===== config.mk =====
export PLATFORM = sky130hd
export DESIGN_NAME = nand_flash_reader_state_machine
export DESIGN_NICKNAME = d
export VERILOG_FILES = /design/src/rtl/nand_flash_pkg.sv /design/src/rtl/nand_flash_reader_state_machine_timer.sv /design/src/rtl/nand_flash_reader_state_machine.sv
export SDC_FILE = /design/constraint.sdc
export NUM_CORES = 1
export LEC_CHECK = 0
export CAP_MARGIN = 40
export CORE_UTILIZATION = 27
export DETAILED_ROUTE_END_ITERATION = 6
export PLACE_DENSITY = 0.54
export SYNTH_ARGS = -nofsm -noshare
export SYNTH_HDL_FRONTEND = slang
export SYNTH_HIERARCHICAL = 1
export SYNTH_SLANG_ARGS = --single-unit

===== constraint.sdc =====
create_clock -name clk -period 2.85 [get_ports clk]
set_input_delay 0.57 -clock clk [delete_from_list [all_inputs] [get_ports clk]]
set_output_delay 0.57 -clock clk [all_outputs]
set_load 0.005 [all_outputs]

===== src/rtl/nand_flash_pkg.sv =====
// Shared definitions for the small-page NAND flash reader and writer:
// command opcodes, reader state encoding and address-cycle helpers.
package nand_flash_pkg;

  localparam logic [7:0] CMD_READ0        = 8'h00;
  localparam logic [7:0] CMD_READ1        = 8'h01;
  localparam logic [7:0] CMD_PROG         = 8'h80;
  localparam logic [7:0] CMD_PROG_CONFIRM = 8'h10;

  localparam int ADDR_CYCLES = 3;
  localparam int TIMER_W     = 16;

  localparam logic [3:0] RD_ST_IDLE       = 4'd0;
  localparam logic [3:0] RD_ST_CMD_1      = 4'd1;
  localparam logic [3:0] RD_ST_CMD_2      = 4'd2;
  localparam logic [3:0] RD_ST_CMD_3      = 4'd3;
  localparam logic [3:0] RD_ST_ADDR       = 4'd4;
  localparam logic [3:0] RD_ST_WAIT_BUSY  = 4'd5;
  localparam logic [3:0] RD_ST_WAIT_READY = 4'd6;
  localparam logic [3:0] RD_ST_RD_LOW     = 4'd7;
  localparam logic [3:0] RD_ST_RD_OUT     = 4'd8;
  localparam logic [3:0] RD_ST_RD_HIGH    = 4'd9;
  localparam logic [3:0] RD_ST_FINISH     = 4'd10;

  typedef enum logic [3:0] {
    S_IDLE       = RD_ST_IDLE,
    S_CMD_1      = RD_ST_CMD_1,
    S_CMD_2      = RD_ST_CMD_2,
    S_CMD_3      = RD_ST_CMD_3,
    S_ADDR       = RD_ST_ADDR,
    S_WAIT_BUSY  = RD_ST_WAIT_BUSY,
    S_WAIT_READY = RD_ST_WAIT_READY,
    S_RD_LOW     = RD_ST_RD_LOW,
    S_RD_OUT     = RD_ST_RD_OUT,
    S_RD_HIGH    = RD_ST_RD_HIGH,
    S_FINISH     = RD_ST_FINISH
  } reader_state_t;

  // Column cycle is always 0; row bytes come from the page-aligned byte address.
  function automatic logic [7:0] read_addr_byte(input logic [1:0] idx, input logic [23:0] addr);
    case (idx)
      2'd0:    return 8'h00;
      2'd1:    return addr[16:9];
      default: return {1'b0, addr[23:17]};
    endcase
  endfunction

endpackage


===== src/rtl/nand_flash_reader_state_machine_timer.sv =====
// Loadable down-counter with a zero flag, shared by the RE low/high and
// busy-timeout intervals of the flash reader.
module nand_strobe_timer #(
  parameter int W = 16
) (
  input  logic         clk,
  input  logic         rst,
  input  logic         load,
  input  logic [W-1:0] load_value,
  output logic         zero
);

  logic [W-1:0] count;

  always_ff @(posedge clk) begin
    if (rst) begin
      count <= '0;
    end else if (load) begin
      count <= load_value;
    end else if (count != '0) begin
      count <= count - W'(1);
    end
  end

  assign zero = (count == '0);

endmodule


===== src/rtl/nand_flash_reader_state_machine.sv =====
// Sequential page reader for the small-page NAND array: command, three address
// cycles, tR wait, then RE-strobed bytes delivered over valid/ready.
module nand_flash_reader_state_machine
  import nand_flash_pkg::*;
#(
  parameter int          PAGE_BYTES   = 512,
  parameter logic [23:0] TOTAL_BYTES  = 24'h40000,
  parameter int          RE_LOW       = 2,
  parameter int          RE_HIGH      = 2,
  parameter int          BUSY_TIMEOUT = 16
) (
  input  logic        clk,
  input  logic        rst,
  input  logic        en,
  output logic        F_CLE_B,
  output logic        F_ALE_B,
  output logic        F_WEN_B,
  output logic        F_REN_B,
  output logic [7:0]  F_DIO_out,
  output logic        F_DIO_oe,
  input  logic [7:0]  F_DIO_in,
  input  logic        F_RB_B,
  output logic [7:0]  rd_data,
  output logic        rd_valid,
  input  logic        rd_ready,
  output logic [23:0] address_count,
  output logic        done
);

  localparam int PAGE_W = $clog2(PAGE_BYTES);

  reader_state_t        state;
  logic [PAGE_W-1:0]    page_byte;
  logic [1:0]           addr_idx;
  logic                 addr_phase;
  logic                 timer_load;
  logic [TIMER_W-1:0]   timer_value;
  logic                 timer_zero;
  logic                 handshake;

  assign handshake = rd_valid && rd_ready;

  // Each interval is loaded with length-1 on the edge that enters its state,
  // so the zero flag marks the final cycle of that interval.
  always_comb begin
    timer_load  = 1'b0;
    timer_value = '0;
    case (state)
      S_ADDR: begin
        if (addr_phase && addr_idx == 2'(ADDR_CYCLES - 1)) begin
          timer_load  = 1'b1;
          timer_value = TIMER_W'(BUSY_TIMEOUT - 1);
        end
      end
      S_WAIT_READY: begin
        if (F_RB_B) begin
          timer_load  = 1'b1;
          timer_value = TIMER_W'(RE_LOW - 1);
        end
      end
      S_RD_OUT: begin
        if (handshake) begin
          timer_load  = 1'b1;
          timer_value = TIMER_W'(RE_HIGH - 1);
        end
      end
      S_RD_HIGH: begin
        if (timer_zero && page_byte != '0) begin
          timer_load  = 1'b1;
          timer_value = TIMER_W'(RE_LOW - 1);
        end
      end
      default: ;
    endcase
  end

  nand_strobe_timer #(.W(TIMER_W)) u_timer (
    .clk        (clk),
    .rst        (rst),
    .load       (timer_load),
    .load_value (timer_value),
    .zero       (timer_zero)
  );

  always_ff @(posedge clk) begin
    if (rst) begin
      state         <= S_IDLE;
      F_CLE_B       <= 1'b0;
      F_ALE_B       <= 1'b0;
      F_WEN_B       <= 1'b1;
      F_REN_B       <= 1'b1;
      F_DIO_out     <= 8'h00;
      F_DIO_oe      <= 1'b0;
      rd_data       <= 8'h00;
      rd_valid      <= 1'b0;
      address_count <= 24'd0;
      done          <= 1'b0;
      page_byte     <= '0;
      addr_idx      <= 2'd0;
      addr_phase    <= 1'b0;
    end else begin
      case (state)
        S_IDLE: begin
          if (address_count >= TOTAL_BYTES) begin
            state <= S_FINISH;
            done  <= 1'b1;
          end else if (en) begin
            state     <= S_CMD_1;
            F_CLE_B   <= 1'b1;
            F_DIO_oe  <= 1'b1;
            F_DIO_out <= CMD_READ0;
          end
        end
        S_CMD_1: begin
          state   <= S_CMD_2;
          F_WEN_B <= 1'b0;
        end
        S_CMD_2: begin
          state   <= S_CMD_3;
          F_WEN_B <= 1'b1;
        end
        S_CMD_3: begin
          state      <= S_ADDR;
          F_CLE_B    <= 1'b0;
          F_ALE_B    <= 1'b1;
          F_WEN_B    <= 1'b0;
          F_DIO_out  <= read_addr_byte(2'd0, address_count);
          addr_idx   <= 2'd0;
          addr_phase <= 1'b0;
        end
        // Two cycles per address byte: WE low, then WE high with data held.
        S_ADDR: begin
          if (!addr_phase) begin
            F_WEN_B    <= 1'b1;
            addr_phase <= 1'b1;
          end else if (addr_idx == 2'(ADDR_CYCLES - 1)) begin
            state     <= S_WAIT_BUSY;
            F_ALE_B   <= 1'b0;
            F_DIO_oe  <= 1'b0;
            F_DIO_out <= 8'h00;
          end else begin
            addr_idx   <= addr_idx + 2'd1;
            addr_phase <= 1'b0;
            F_WEN_B    <= 1'b0;
            F_DIO_out  <= read_addr_byte(addr_idx + 2'd1, address_count);
          end
        end
        S_WAIT_BUSY: begin
          if (!F_RB_B || timer_zero) state <= S_WAIT_READY;
        end
        S_WAIT_READY: begin
          if (F_RB_B) begin
            state   <= S_RD_LOW;
            F_REN_B <= 1'b0;
          end
        end
        S_RD_LOW: begin
          if (timer_zero) begin
            state    <= S_RD_OUT;
            F_REN_B  <= 1'b1;
            rd_data  <= F_DIO_in;
            rd_valid <= 1'b1;
          end
        end
        S_RD_OUT: begin
          if (handshake) begin
            state     <= S_RD_HIGH;
            rd_valid  <= 1'b0;
            page_byte <= page_byte + PAGE_W'(1);
            if (address_count < TOTAL_BYTES) address_count <= address_count + 24'd1;
          end
        end
        S_RD_HIGH: begin
          if (timer_zero) begin
            if (page_byte == '0) begin
              state <= S_IDLE;
            end else begin
              state   <= S_RD_LOW;
              F_REN_B <= 1'b0;
            end
          end
        end
        S_FINISH: begin
          done     <= 1'b1;
          F_CLE_B  <= 1'b0;
          F_ALE_B  <= 1'b0;
          F_WEN_B  <= 1'b1;
          F_REN_B  <= 1'b1;
          F_DIO_oe <= 1'b0;
        end
        default: state <= S_IDLE;
      endcase
    end
  end

endmodule

## Yosys cells after proc, flatten, opt, wreduce, memory -nomap -nowiden

Index checks and enable logic that the tools add are counted.

| storage, ports and cells | value |
|---|---|
| word-level logic and storage cells | 139 |
| flip-flop bits (word level) | 79 |

| cells by class | value |
|---|---|
| $lt $le $gt $ge | 2 |
| equality and inequality tests | 26 |
| reduce and logical (&&, ||, !) cells | 37 |
| bitwise logic cells | 1 |
| $add $sub $neg | 4 |
| multiplexer cells | 54 |

Operators by type and width:

| cell | number |
|---|---|
| $pmux 4 s11 | 1 |
| $mux 4 | 10 |
| $mux 16 | 2 |
| $mux 8 | 4 |
| $add 24x1->24 const B | 1 |
| $ge 24x19->1 const B | 1 |
| $lt 24x19->1 const B | 1 |
| $ne 2x2->1 const B | 12 |
| $pmux 8 s3 | 1 |
| $mux 1 | 21 |
| $eq 4x3->1 const B | 4 |
| $logic_not 16->1 | 1 |
| $pmux 4 s4 | 1 |
| $pmux 8 s2 | 1 |
| $reduce_bool 16->1 | 1 |
| $sub 16x1->16 const B | 1 |
| $reduce_and 3->1 | 5 |
| $eq 4x4->1 const B | 3 |
| $reduce_bool 3->1 | 4 |
| $reduce_and 5->1 | 2 |
| $reduce_bool 2->1 | 5 |
| $add 9x1->9 const B | 1 |
| $logic_not 9->1 | 1 |
| $pmux 1 s3 | 3 |
| other kinds (23) | 37 |

## Depth between registers and ports, before layout

Gate-level depths: netlist (run 1).

| logic depth | value |
|---|---|
| depth in word-level cells | 6 |
| gate-level depth with buffers | 12 |

## By module

The synthesis (run 1) kept the hierarchy.

Modules (own cells, without submodules):

| module | times used | cells each | area each (µm²) |
|---|---|---|---|
| nand_flash_reader_state_machine | 1 | 410 | 3,483.3 |
| nand_strobe_timer | 1 | 116 | 964.7 |

## Worst setup path after synthesis (run 1)

No wires, ideal clock.

| timing | value |
|---|---|
| kind | flip-flop to flip-flop |
| start | register u_timer.count[0] |
| end | register u_timer.count[0] |
| cell stages (with the launch flop) | 12 |
| period minus slack after synthesis | 2.741 ns |
| arrival | 2.604 ns |
| path slack | 0.109 ns |
| path buffers | 1 |
| required time | 2.713 ns |
| path through | dfxtp_1 > inv_1 > ha_1 > or3b_2 > or4_4 > nor2_1 > nand2_1 > nand3_1 > clkbuf_1 > nor3_1 > nand3_1 > o221ai_1 |

| between the ends | value |
|---|---|
| word-level cells in the longest chain between the ends | 5 |
| elaborated cells on any way between the ends | 11 |

Ends and longest elaborated chain:

| element | RTL line | text |
|---|---|---|
| start: declaration | nand_flash_reader_state_machine_timer.sv:13 | `logic [W-1:0] count;` |
| start signal: assignment | nand_flash_reader_state_machine_timer.sv:19 | `count <= load_value;` |
| start signal: assignment | nand_flash_reader_state_machine_timer.sv:21 | `count <= count - W'(1);` |
| $logic_not 16->1 * | nand_flash_reader_state_machine_timer.sv:25 | `assign zero = (count == '0);` |
| via timer_zero | nand_flash_reader_state_machine.sv:38 | `logic timer_zero;` |
| $logic_and 1x1->1 * | nand_flash_reader_state_machine.sv:68 | `if (timer_zero && page_byte != '0) begin` |
| $mux 1 * | nand_flash_reader_state_machine.sv:68 |  |
| $pmux 1 s4 * | nand_flash_reader_state_machine.sv:48 | `case (state)` |
| via timer_load | nand_flash_reader_state_machine.sv:36 | `logic timer_load;` |
| $mux 16 or $reduce_bool 2->1 (tied branches) | -- |  |

Mark *: on every way through the listed nets, which the timed path passes. The rest lies on a longest branch. The select of a mux whose other input is x is not followed.
A chain may end at the register's enable or synchronous reset.

## Worst setup path in the final report (run 1)

| timing | value |
|---|---|
| start | register u_timer.count[0] |
| end | register state[2] |

| between the ends | value |
|---|---|
| word-level cells in the longest chain between the ends | 4 |
| elaborated cells on any way between the ends | 6 |

Ends and longest elaborated chain:

| element | RTL line | text |
|---|---|---|
| $logic_not 16->1 * | nand_flash_reader_state_machine_timer.sv:25 |  |
| via timer_zero | nand_flash_reader_state_machine.sv:38 |  |
| $logic_or 1x1->1 | nand_flash_reader_state_machine.sv:149 | `if (!F_RB_B \|\| timer_zero) state <= S_WAIT_READY;` |
| $ne 2x2->1 (no source line) | -- |  |
| $reduce_and 9->1 (no source line) * | -- |  |
| end signal: assignment | nand_flash_reader_state_machine.sv:149 |  |
| end signal: assignment | nand_flash_reader_state_machine.sv:153 | `state <= S_RD_LOW;` |
| end signal: assignment | nand_flash_reader_state_machine.sv:159 | `state <= S_RD_OUT;` |
| end: declaration | nand_flash_reader_state_machine.sv:32 | `reader_state_t state;` |

Mark *: on every way through the listed nets, which the timed path passes. The rest lies on a longest branch.

==> results of run 1 <==
## layout make-up
cell class / instances / share of cell area [%]
Tap cell: 216 / 4.77
Inverter: 21 / 1.39
Sequential cell: 79 / 27.9
Multi-Input combinational cell: 406 / 47.4
Clock inverter: 6 / 1.10
Clock buffer: 9 / 3.97
Timing Repair Buffer: 80 / 13.5
## power breakdown
group,internal [mW],switching (mW)
Clock,0.671,0.475
Sequential,1.25,0.183
Combinational,0.694,0.786
Total,2.61,1.44
## final timing paths
kind	depth (start not counted)	from	slack (ns)	endpoint
worst max-delay path	9	u_timer/count[0]	0.20	state[2]
worst min-delay path	2	F_DIO_oe	0.46	F_DIO_oe
worst max register to register	9	u_timer/count[0]	0.20	state[2]
worst min register to register	2	F_DIO_oe	0.46	F_DIO_oe
## registers in the layout, summed over array words and instances (netlist names)
| register | count |
|---|---|
| F_ALE_B | 1 |
| F_CLE_B | 1 |
| F_DIO_oe | 1 |
| F_DIO_out | 8 |
| F_REN_B | 1 |
| F_WEN_B | 1 |
| addr_idx | 2 |
| addr_phase | 1 |
| address_count | 24 |
| done | 1 |
| page_byte | 9 |
| rd_data | 8 |
| rd_valid | 1 |
| state | 4 |
| u_timer/count | 16 |
## synth_stat cells (7+ instances only)
library cell,number,share of area [%]
buf_2,9,1.0
clkbuf_1,20,1.7
xnor2_1,9,1.8
nand2_1,54,4.6
nand2b_1,13,1.8
nor3_1,9,1.0
nand3_1,13,1.5
a21oi_1,32,3.6
dfxtp_1,79,36
nand4_1,12,1.7
nor4_1,14,2.0
inv_1,21,1.8
o31ai_1,12,2.0
nor2b_1,25,3.5
nor2_1,34,2.9
or4_1,9,1.5
o21ai_0,22,2.5
mux2i_1,17,3.8
ha_1,7,2.0
## cell families (layout without fill, tap and decap cells)
| logic type | Yosys count | after routing |
|---|---|---|
| fa+ha+maj | 7 | 7 |
| flops | 79 | 79 |
| compound gates | 113 | 113 |
| buf+inv | 57 | 116 |
| simple gates | 229 | 229 |
| xor+xnor | 11 | 11 |
| other cells | 1 | 17 |
| mux | 29 | 29 |
## through the flow
step	cells	worst slack [ns]
after floorplan	542	0.109
after global placement	800	0.0897
after detailed placement	802	-0.0330
after CTS	817	0.0850
after global routing	817	0.0526
final	817	0.204
## worst min-delay path, cell delays in order (launching register included)
cell,delay (ns)
dfxtp_1,0.31
inv_1,0.04
a21boi_0,0.06
## layer usage
| layer | vias up | share of wire [%] | global-route usage (%) |
|---|---|---|---|
| met5 | - | 0 | 0 |
| met4 | 0 | 2.0 | 5.75 |
| met3 | 13 | 3.2 | 2.54 |
| met2 | 81 | 45 | 20.7 |
| met1 | 1814 | 50 | 18.8 |
| li1 | 2041 | - | - |
## timing repair
item	4_1_cts	5_1_grt
pin swaps	0	1
endpoints found under the setup margin	4	14
hold endpoints to repair	0	0
gates resized for setup	1	2
==> results.md, run 1 <==
- Pwr per Cell Area: 715 mW/mm²
- Post-synthesis cell type count: 72
- Crit. End Element: flop
- RD Place Congestion: 0.797
- # Post-CTS Setup Buffers: 0
- Fraction of registers with async set/reset: 0%
- Critical-path cell with the highest stage delay: or4_4
- Chip Height: 130 µm
- Core box area: 0.0160 mm²
- Worst path bufs/invs: 1
- Number of CTS-inserted buffers: 9
- Drt pass-1 iters: 7
- Synthesized cell area: 0.00445 mm²
- Final Hold Viols: 0
- DRC: 0
- Mean routed wirelength per cell: 13.3 µm
- Final-report setup violation count: 0
- Final slew viol count: 0
- Insertion delay to the later sink of the worst-skew pair: 0.33 ns
- Die Wd: 130 µm
- Worst-margin pin slew: 0.706 ns
- DRT iter0 DRCs: 189
- Syn Area/Cell: 8.46 µm²
- CP Cell Sequence: inv_1 -> ha_1 -> or3b_2 -> or4_4 -> nor2_4 -> nor3b_1 -> a2bb2oi_2 -> and4_1 -> a311oi_1
- Mux share of post-synthesis cell area: 6.86%
- Synth warn: 6
- Total power: 4.06 mW
- Simple-Gate Fraction of Synth Area: 30.4%
- CTS sink count: 79
- I/O pin count: 60
- Fraction of layout cells with a size suffix above 1: 10.5%
- Outcome: finished, final reports clean
- Crit Path Max Fanout: 5
- CTS tree: built
- Pin count of the biggest net entering global routing: 45
- Worst EP arrival: 2.85 ns
- Setup Skew: 0.00682 ns
- HP Class: reg2reg
- Minimum clock period: 2.65 ns
- Storage element area: 0.00158 mm²
- Global Route Usage Sum: 13.6%
- Clk root buf: clkbuf_16
- Main combinational cell family by area after synthesis: simple AND/OR/NAND/NOR gates
- Number of antenna violations at the first check in global routing: 0
- Max cap viols: 0
- Initial Utilization: 27.8%
- Clk slew on worst S/H paths: 0.06 ns
- Worst hold margin: 0.456 ns
- Area after DPL: 0.00537 mm²
- Antenna diodes: 0
- Clock Path Buffers: 2
- Post-DP HPWL: 7630 µm
- Hold-fix buffers, CTS: 0
- Startpoint types: flop
- Synthesized flop and latch total: 79
- Fin nets: 617
- Data required time of the worst path: 3.05 ns
- Slew HR: 52.3%
- Main synth FF type: dfxtp_1
- CP max stage delay: 0.56 ns
- Critical path type: reg2reg
- Fillcell total: 1,683
- RSZ-0062 raised after global routing: no
- IO buf count: 59
- Crit path max-delay family: simple AND/OR/NAND/NOR gates
- Core Rows: 46
- Layout area overhead: 27.5%
- Max VDD drop: 0.241 mV
- Most common cell after layout, fill and taps aside: dfxtp_1
- Synth Area in Adders: 1.97%
- Most frequent cells in the layout: dfxtp_1, clkdlybuf4s50_1, nand2_1, nor2_1, a21oi_1
- Full die area: 0.0170 mm²
- EDFF count, synth: 0
- Area of the multi-input gates: 0.00269 mm²
- Cells after Synth: 526
- Compound-cell area share of the yosys netlist: 17.4%
- Synth Area in XOR/XNOR: 2.17%
- Pleak: 1.95 nW
- Vias in the first global route: 3,738
- Post-synthesis sequential area ratio: 35.6%
- Grt total ovfl: 0
- ANT nets after route: 0
- # H-tree levels: 3
- Layout Utilization: 35.4%
- Period Utilization, post-route: 92.9%
- Setup_tns: 0 ns
- Post-route cell area: 0.00567 mm²
- Fmax: 378 MHz
- DRT Wirelength: 10,900 µm
- Global-route wire length before repair: 18,500 µm
- Vias per Instance: 4.83
- DR vias: 3,949
Note: power is estimated with default switching activity, not from simulation.
==> run 2: changes to the inputs <==
--- a/config.mk
+++ b/config.mk
@@ -7,8 +7,10 @@
 export LEC_CHECK = 0
 export CAP_MARGIN = 40
 export CORE_UTILIZATION = 27
+export CTS_CLUSTER_DIAMETER = 200
 export DETAILED_ROUTE_END_ITERATION = 6
-export PLACE_DENSITY = 0.54
+export PLACE_DENSITY = 0.52
+export SKIP_CTS_REPAIR_TIMING = 1
 export SYNTH_ARGS = -nofsm -noshare
 export SYNTH_HDL_FRONTEND = slang
 export SYNTH_HIERARCHICAL = 1
==> constraint.sdc (replaced) <==
create_clock -name clk -period 2.47 [get_ports clk]
set_input_delay 0.494 -clock clk [delete_from_list [all_inputs] [get_ports clk]]
set_output_delay 0.494 -clock clk [all_outputs]
set_load 0.005 [all_outputs]
==> run 2 against run 1 <==
- maximum frequency is 9.6% higher
- register-to-register slack got worse by 0.15 ns
- final area grew 4.1%
- cell count increased by 2.0%
- sequential share of layout area shrank 1.0 points
- worst setup slack worse by 0.15 ns
- critical path depth is 1 higher
- sequential power rose by 15%
- non-clock buffer count grew 15
- worst hold slack improved by 0.0038 ns
==> results.md, run 2 (synthesized netlist as in run 1, its figures left out) <==
- Crit Path Max Fanout: 5
- Startpoint types: flop
- Met3 wire length: 266 µm
- Most common cell after layout, fill and taps aside: dfxtp_1
- CP max stage delay: 0.45 ns
- Pleak: 2.06 nW
- Max VDD drop: 0.317 mV
- Final slew viol count: 0
- I/O pin count: 60
- Number of CTS-inserted buffers: 9
- Gate power share: 37.6%
- Worst path bufs/invs: 3
- Final Hold Viols: 0
- CP Cell Sequence: inv_1 -> ha_4 -> or3b_4 -> or4_4 -> nor2_4 -> buf_6 -> nand4_1 -> buf_6 -> mux2i_2 -> nor2_1
- Grt total ovfl: 0
- Chip Height: 130 µm
- Seq pwr share: 32.2%
- CP dominant cell by count: buf_6
- Worst hold margin: 0.459 ns
- Data required time of the worst path: 2.70 ns
- Core box area: 0.0160 mm²
- DRT iter0 DRCs: 181
- DRT met1 WL: 5520 µm
- Fraction of layout cells with a size suffix above 1: 14.9%
- ANT nets after route: 0
- Fin nets: 632
- Period Utilization, post-route: 97.8%
- Max FFs per register: 24
- Initial Utilization: 27.8%
- Slew HR: 62.7%
- R2R Setup Slk: 0.06 ns
- Fmax: 414 MHz
- DR vias: 4,071
- WHS Endpoint: F_DIO_oe
- Worst EP arrival: 2.64 ns
- Metal2 WL: 5500 µm
- Crit. End Element: flop
- Area after DPL: 0.00548 mm²
- Final-report setup violation count: 0
- Biggest regs: address_count: 24 flops, u_timer/count: 16 flops, page_byte: 9 flops
- Final WS setup: 0.0552 ns
- Outcome: finished, final reports clean
- Internal power: 3.39 mW
- Switch share: 34.0%
- Clk slew on worst S/H paths: 0.06 ns
- Crit path max-delay family: simple AND/OR/NAND/NOR gates
- Core Rows: 46
- HP Class: reg2reg
- Post-DP HPWL: 8080 µm
- Vias per Instance: 4.89
- Reg2reg path depth: 10
- Layout Utilization: 36.9%
- Post-route cell area: 0.00591 mm²
- Drt pass-1 iters: 4
- P_sw: 1.75 mW
- Die Wd: 130 µm
- Global-route wire length before repair: 18,600 µm
- Full die area: 0.0170 mm²
- Reg2reg end: rd_data[3]
- Number of antenna violations at the first check in global routing: 0
- Total power: 5.14 mW
- Global Route Usage Sum: 13.8%
- Clock power share: 30.2%
- Vias in the first global route: 3,760
- Cells on Worst Hold Path: 2
- Layout area overhead: 32.8%
- DRT Wirelength: 11,500 µm
- Worst-margin pin slew: 0.555 ns
- Top Metal Used: met4
- Pwr per Cell Area: 870 mW/mm²
- CTS sink count: 79
- Max cap viols: 0
- RD Place Congestion: 0.837
- IO buf count: 59
- Setup Skew: 0.00612 ns
- DRC: 0
- Critical path type: reg2reg
- Hold Startpoint: F_DIO_oe
- CTS tree: built
- Mean routed wirelength per cell: 13.8 µm
- Most frequent cells in the layout: dfxtp_1, clkdlybuf4s50_1, nand2_1, nor2_1
- Minimum clock period: 2.41 ns
- Antenna diodes: 0
- Biggest register: address_count
- Clk root buf: clkbuf_16
- Insertion delay to the later sink of the worst-skew pair: 0.34 ns
- RSZ-0062 raised after global routing: yes
- Setup_tns: 0 ns
- Critical-path cell with the highest stage delay: or4_4
- Placed Cells incl. Taps: 813
- Reg2reg start: u_timer/count[1]
- DP Worst Slack: 0.0243 ns
- # H-tree levels: 3
- Clock Path Buffers: 2
- Post-Layout Cell Count: 833
- Pin count of the biggest net entering global routing: 36
run 2: layout make-up:
type | count | area, µm²
Fill cell | 1695 | 10100
Clock buffer | 9 | 225
Clock inverter | 7 | 120
Timing Repair Buffer | 95 | 888
Sequential cell | 79 | 1590
Tap cell | 216 | 270
Multi-Input combinational cell | 406 | 2740
Inverter | 21 | 78.8
run 2: power by group through the flow:
stage	Sequential [mW]	Combinational, mW	Clock (mW)
after floorplan	1.58	1.42	0
after global placement	1.67	1.83	0
after detailed placement	1.68	1.85	0
after CTS	1.65	1.87	1.59
after global routing	1.69	2.11	1.64
final	1.65	1.93	1.55
run 2: worst max path at each step:
stage | start | end | slack [ns] | cells after the start
2_1_floorplan | u_timer/count[0] | u_timer/count[15] | 0.07 | 11
3_3_place_gp | u_timer/count[0] | F_REN_B | 0.10 | 9
3_5_place_dp | u_timer/count[0] | state[0] | 0.02 | 9
4_1_cts | u_timer/count[0] | state[0] | -0.002 | 9
5_1_grt | u_timer/count[1] | rd_data[3] | -0.05 | 10
6_report | u_timer/count[1] | rd_data[3] | 0.06 | 10
run 2: routing by layer:
layer	GRT usage, %	up-vias
li1	-	2068
met1	17.8	1938
met2	22.7	51
met3	1.68	14
met4	6.76	0
met5	0	-
run 2: worst reg2reg max path: stages, from the launching register on:
cell and delay [ns]:
dfxtp_1 0.33, inv_1 0.10, ha_4 0.13, or3b_4 0.37
or4_4 0.45, nor2_4 0.18, buf_6 0.11, nand4_1 0.16
buf_6 0.22, mux2i_2 0.18, nor2_1 0.05
==> run 3: changes to the inputs <==
--- a/config.mk
+++ b/config.mk
@@ -6,6 +6,7 @@
 export NUM_CORES = 1
 export LEC_CHECK = 0
 export CAP_MARGIN = 40
+export CORE_MARGIN = 3
 export CORE_UTILIZATION = 27
 export CTS_CLUSTER_DIAMETER = 200
 export DETAILED_ROUTE_END_ITERATION = 6
==> run 3 against run 2 <==
- non-clock buffer count grew 3
- worst hold slack better by 0.0065 ns
- sequential power barely moved
- power decreased by 0.52%
- clock skew about the same
- routed wire length grew 0.50%
- final area about the same
- first-iteration DRC count shrank 20%
- sequential cell count is the same
- maximum frequency up 1.4%
- die area up 6.2%
- register-to-register slack better by 0.03 ns
==> results.md, run 3 (synthesized netlist as in run 1, its figures left out) <==
- Core box area: 0.0160 mm²
- Most frequent cells in the layout: dfxtp_1, clkdlybuf4s50_1, nand2_1, buf_4, nor2_1
- Worst-margin pin slew: 0.669 ns
- Outcome: finished, final reports clean
- DRT iter0 DRCs: 144
- ANT nets after route: 0
- Chip Height: 134 µm
- Layout Utilization: 36.9%
- Worst EP arrival: 2.60 ns
- DR vias: 4,084
- Biggest register: address_count
- Antenna diodes: 0
- Final WS setup: 0.0886 ns
- Max cap viols: 0
- DRT Wirelength: 11,600 µm
- Final slew viol count: 0
- CP max stage delay: 0.54 ns
- Insertion delay to the later sink of the worst-skew pair: 0.34 ns
- Crit. End Element: flop
- CP Cell Sequence: or4_4 -> or4_4 -> nor2_4 -> nor3b_2 -> a2bb2oi_2 -> and4_4 -> a311oi_1
- Mean routed wirelength per cell: 13.8 µm
- Fraction of layout cells with a size suffix above 1: 15.2%
- Period Utilization, post-route: 96.4%
- Global-route wire length before repair: 19,700 µm
- Vias in the first global route: 4,008
- Total power: 5.11 mW
- I/O pin count: 60
- Initial Utilization: 27.8%
- Crit Path Max Fanout: 5
- Pin count of the biggest net entering global routing: 33
- Die Wd: 134 µm
- Most common cell after layout, fill and taps aside: dfxtp_1
- Clk root buf: clkbuf_16
- Vias per Instance: 4.89
- DRC: 0
- Number of CTS-inserted buffers: 9
- Drt pass-1 iters: 4
- Layout area overhead: 32.7%
- Biggest regs: address_count: 24 flops, u_timer/count: 16 flops, page_byte: 9 flops
- DP Worst Slack: 0.0465 ns
- Clock Path Buffers: 2
- HP Class: reg2reg
- Fmax: 420 MHz
- Setup Skew: 0.00596 ns
- Worst hold margin: 0.466 ns
- Startpoint types: flop
- Global Route Usage Sum: 13.2%
- Pwr per Cell Area: 866 mW/mm²
- Grt total ovfl: 0
- Final-report setup violation count: 0
- Number of antenna violations at the first check in global routing: 0
- Minimum clock period: 2.38 ns
- Slew HR: 55.4%
- # H-tree levels: 3
- Max VDD drop: 0.325 mV
- Final Hold Viols: 0
- Data required time of the worst path: 2.69 ns
- Full die area: 0.0180 mm²
- Critical-path cell with the highest stage delay: or4_4
- CP dominant cell by count: or4_4
- Clk slew on worst S/H paths: 0.06 ns
- CTS sink count: 79
- Max FFs per register: 24
- CTS tree: built
- Core Rows: 46
- Fin nets: 635
- IO buf count: 59
- Post-DP HPWL: 8310 µm
- RD Place Congestion: 0.813
- Pleak: 2.09 nW
- Critical path type: reg2reg
==> run 3: cell types whose count changed in the layout (fill, tap and decap cells not counted), moves of 2 or more <==
cell      change
buf_4         +5
clkbuf_8      +4
buf_6         -2
mux2i_1       +2
mux2i_2       -2
==> run 3: area by class of cell <==
cell class / count / area [µm²]
clock buffer: 14 / 284
sequential: 79 / 1590
clock inverter: 2 / 60.1
tap: 216 / 270
multi-input combinational: 406 / 2730
fill: 1667 / 10100
inverter: 21 / 78.8
timing repair buffer: 98 / 895
==> run 3: path summary, 6_finish.rpt <==
kind	startpoint	endpoint	slack, ns	cells past startpoint
worst min-delay path	F_ALE_B	F_ALE_B	0.47	2
worst max-delay path	u_timer/count[10]	state[2]	0.09	7
worst min register to register	F_ALE_B	F_ALE_B	0.47	2
worst max register to register	u_timer/count[10]	state[2]	0.09	7
==> run 3: routing by layer <==
layer | track usage, % | routed length (µm) | vias up
met4 | 5.43 | 216 | 0
met3 | 2.40 | 367 | 11
met1 | 17.3 | 5500 | 1935
met5 | 0 | 0 | -
li1 | - | - | 2078
met2 | 21.5 | 5490 | 60
==> run 3: stage by stage <==
step	std cells	setup TNS (ns)	area, µm²
after floorplan	542	0	4530
after global placement	814	0	5480
after detailed placement	816	0	5500
after CTS	832	0	5840
after global routing	836	-0.0881	5900
final	836	0	5900
==> run 3: worst max-delay path, delay by kind of cell, from the launching register on <==
family,cells,cell delay [ns]
compound gates,2,0.33
flops,1,0.32
simple gates,5,1.61
==> run 3: power breakdown <==
group,leakage (nW),internal [mW],switching [mW],total [mW]
combinational,1.28,0.937,0.969,1.91
sequential,0.642,1.44,0.225,1.67
clock,0.169,0.997,0.538,1.53
total,2.09,3.38,1.73,5.11
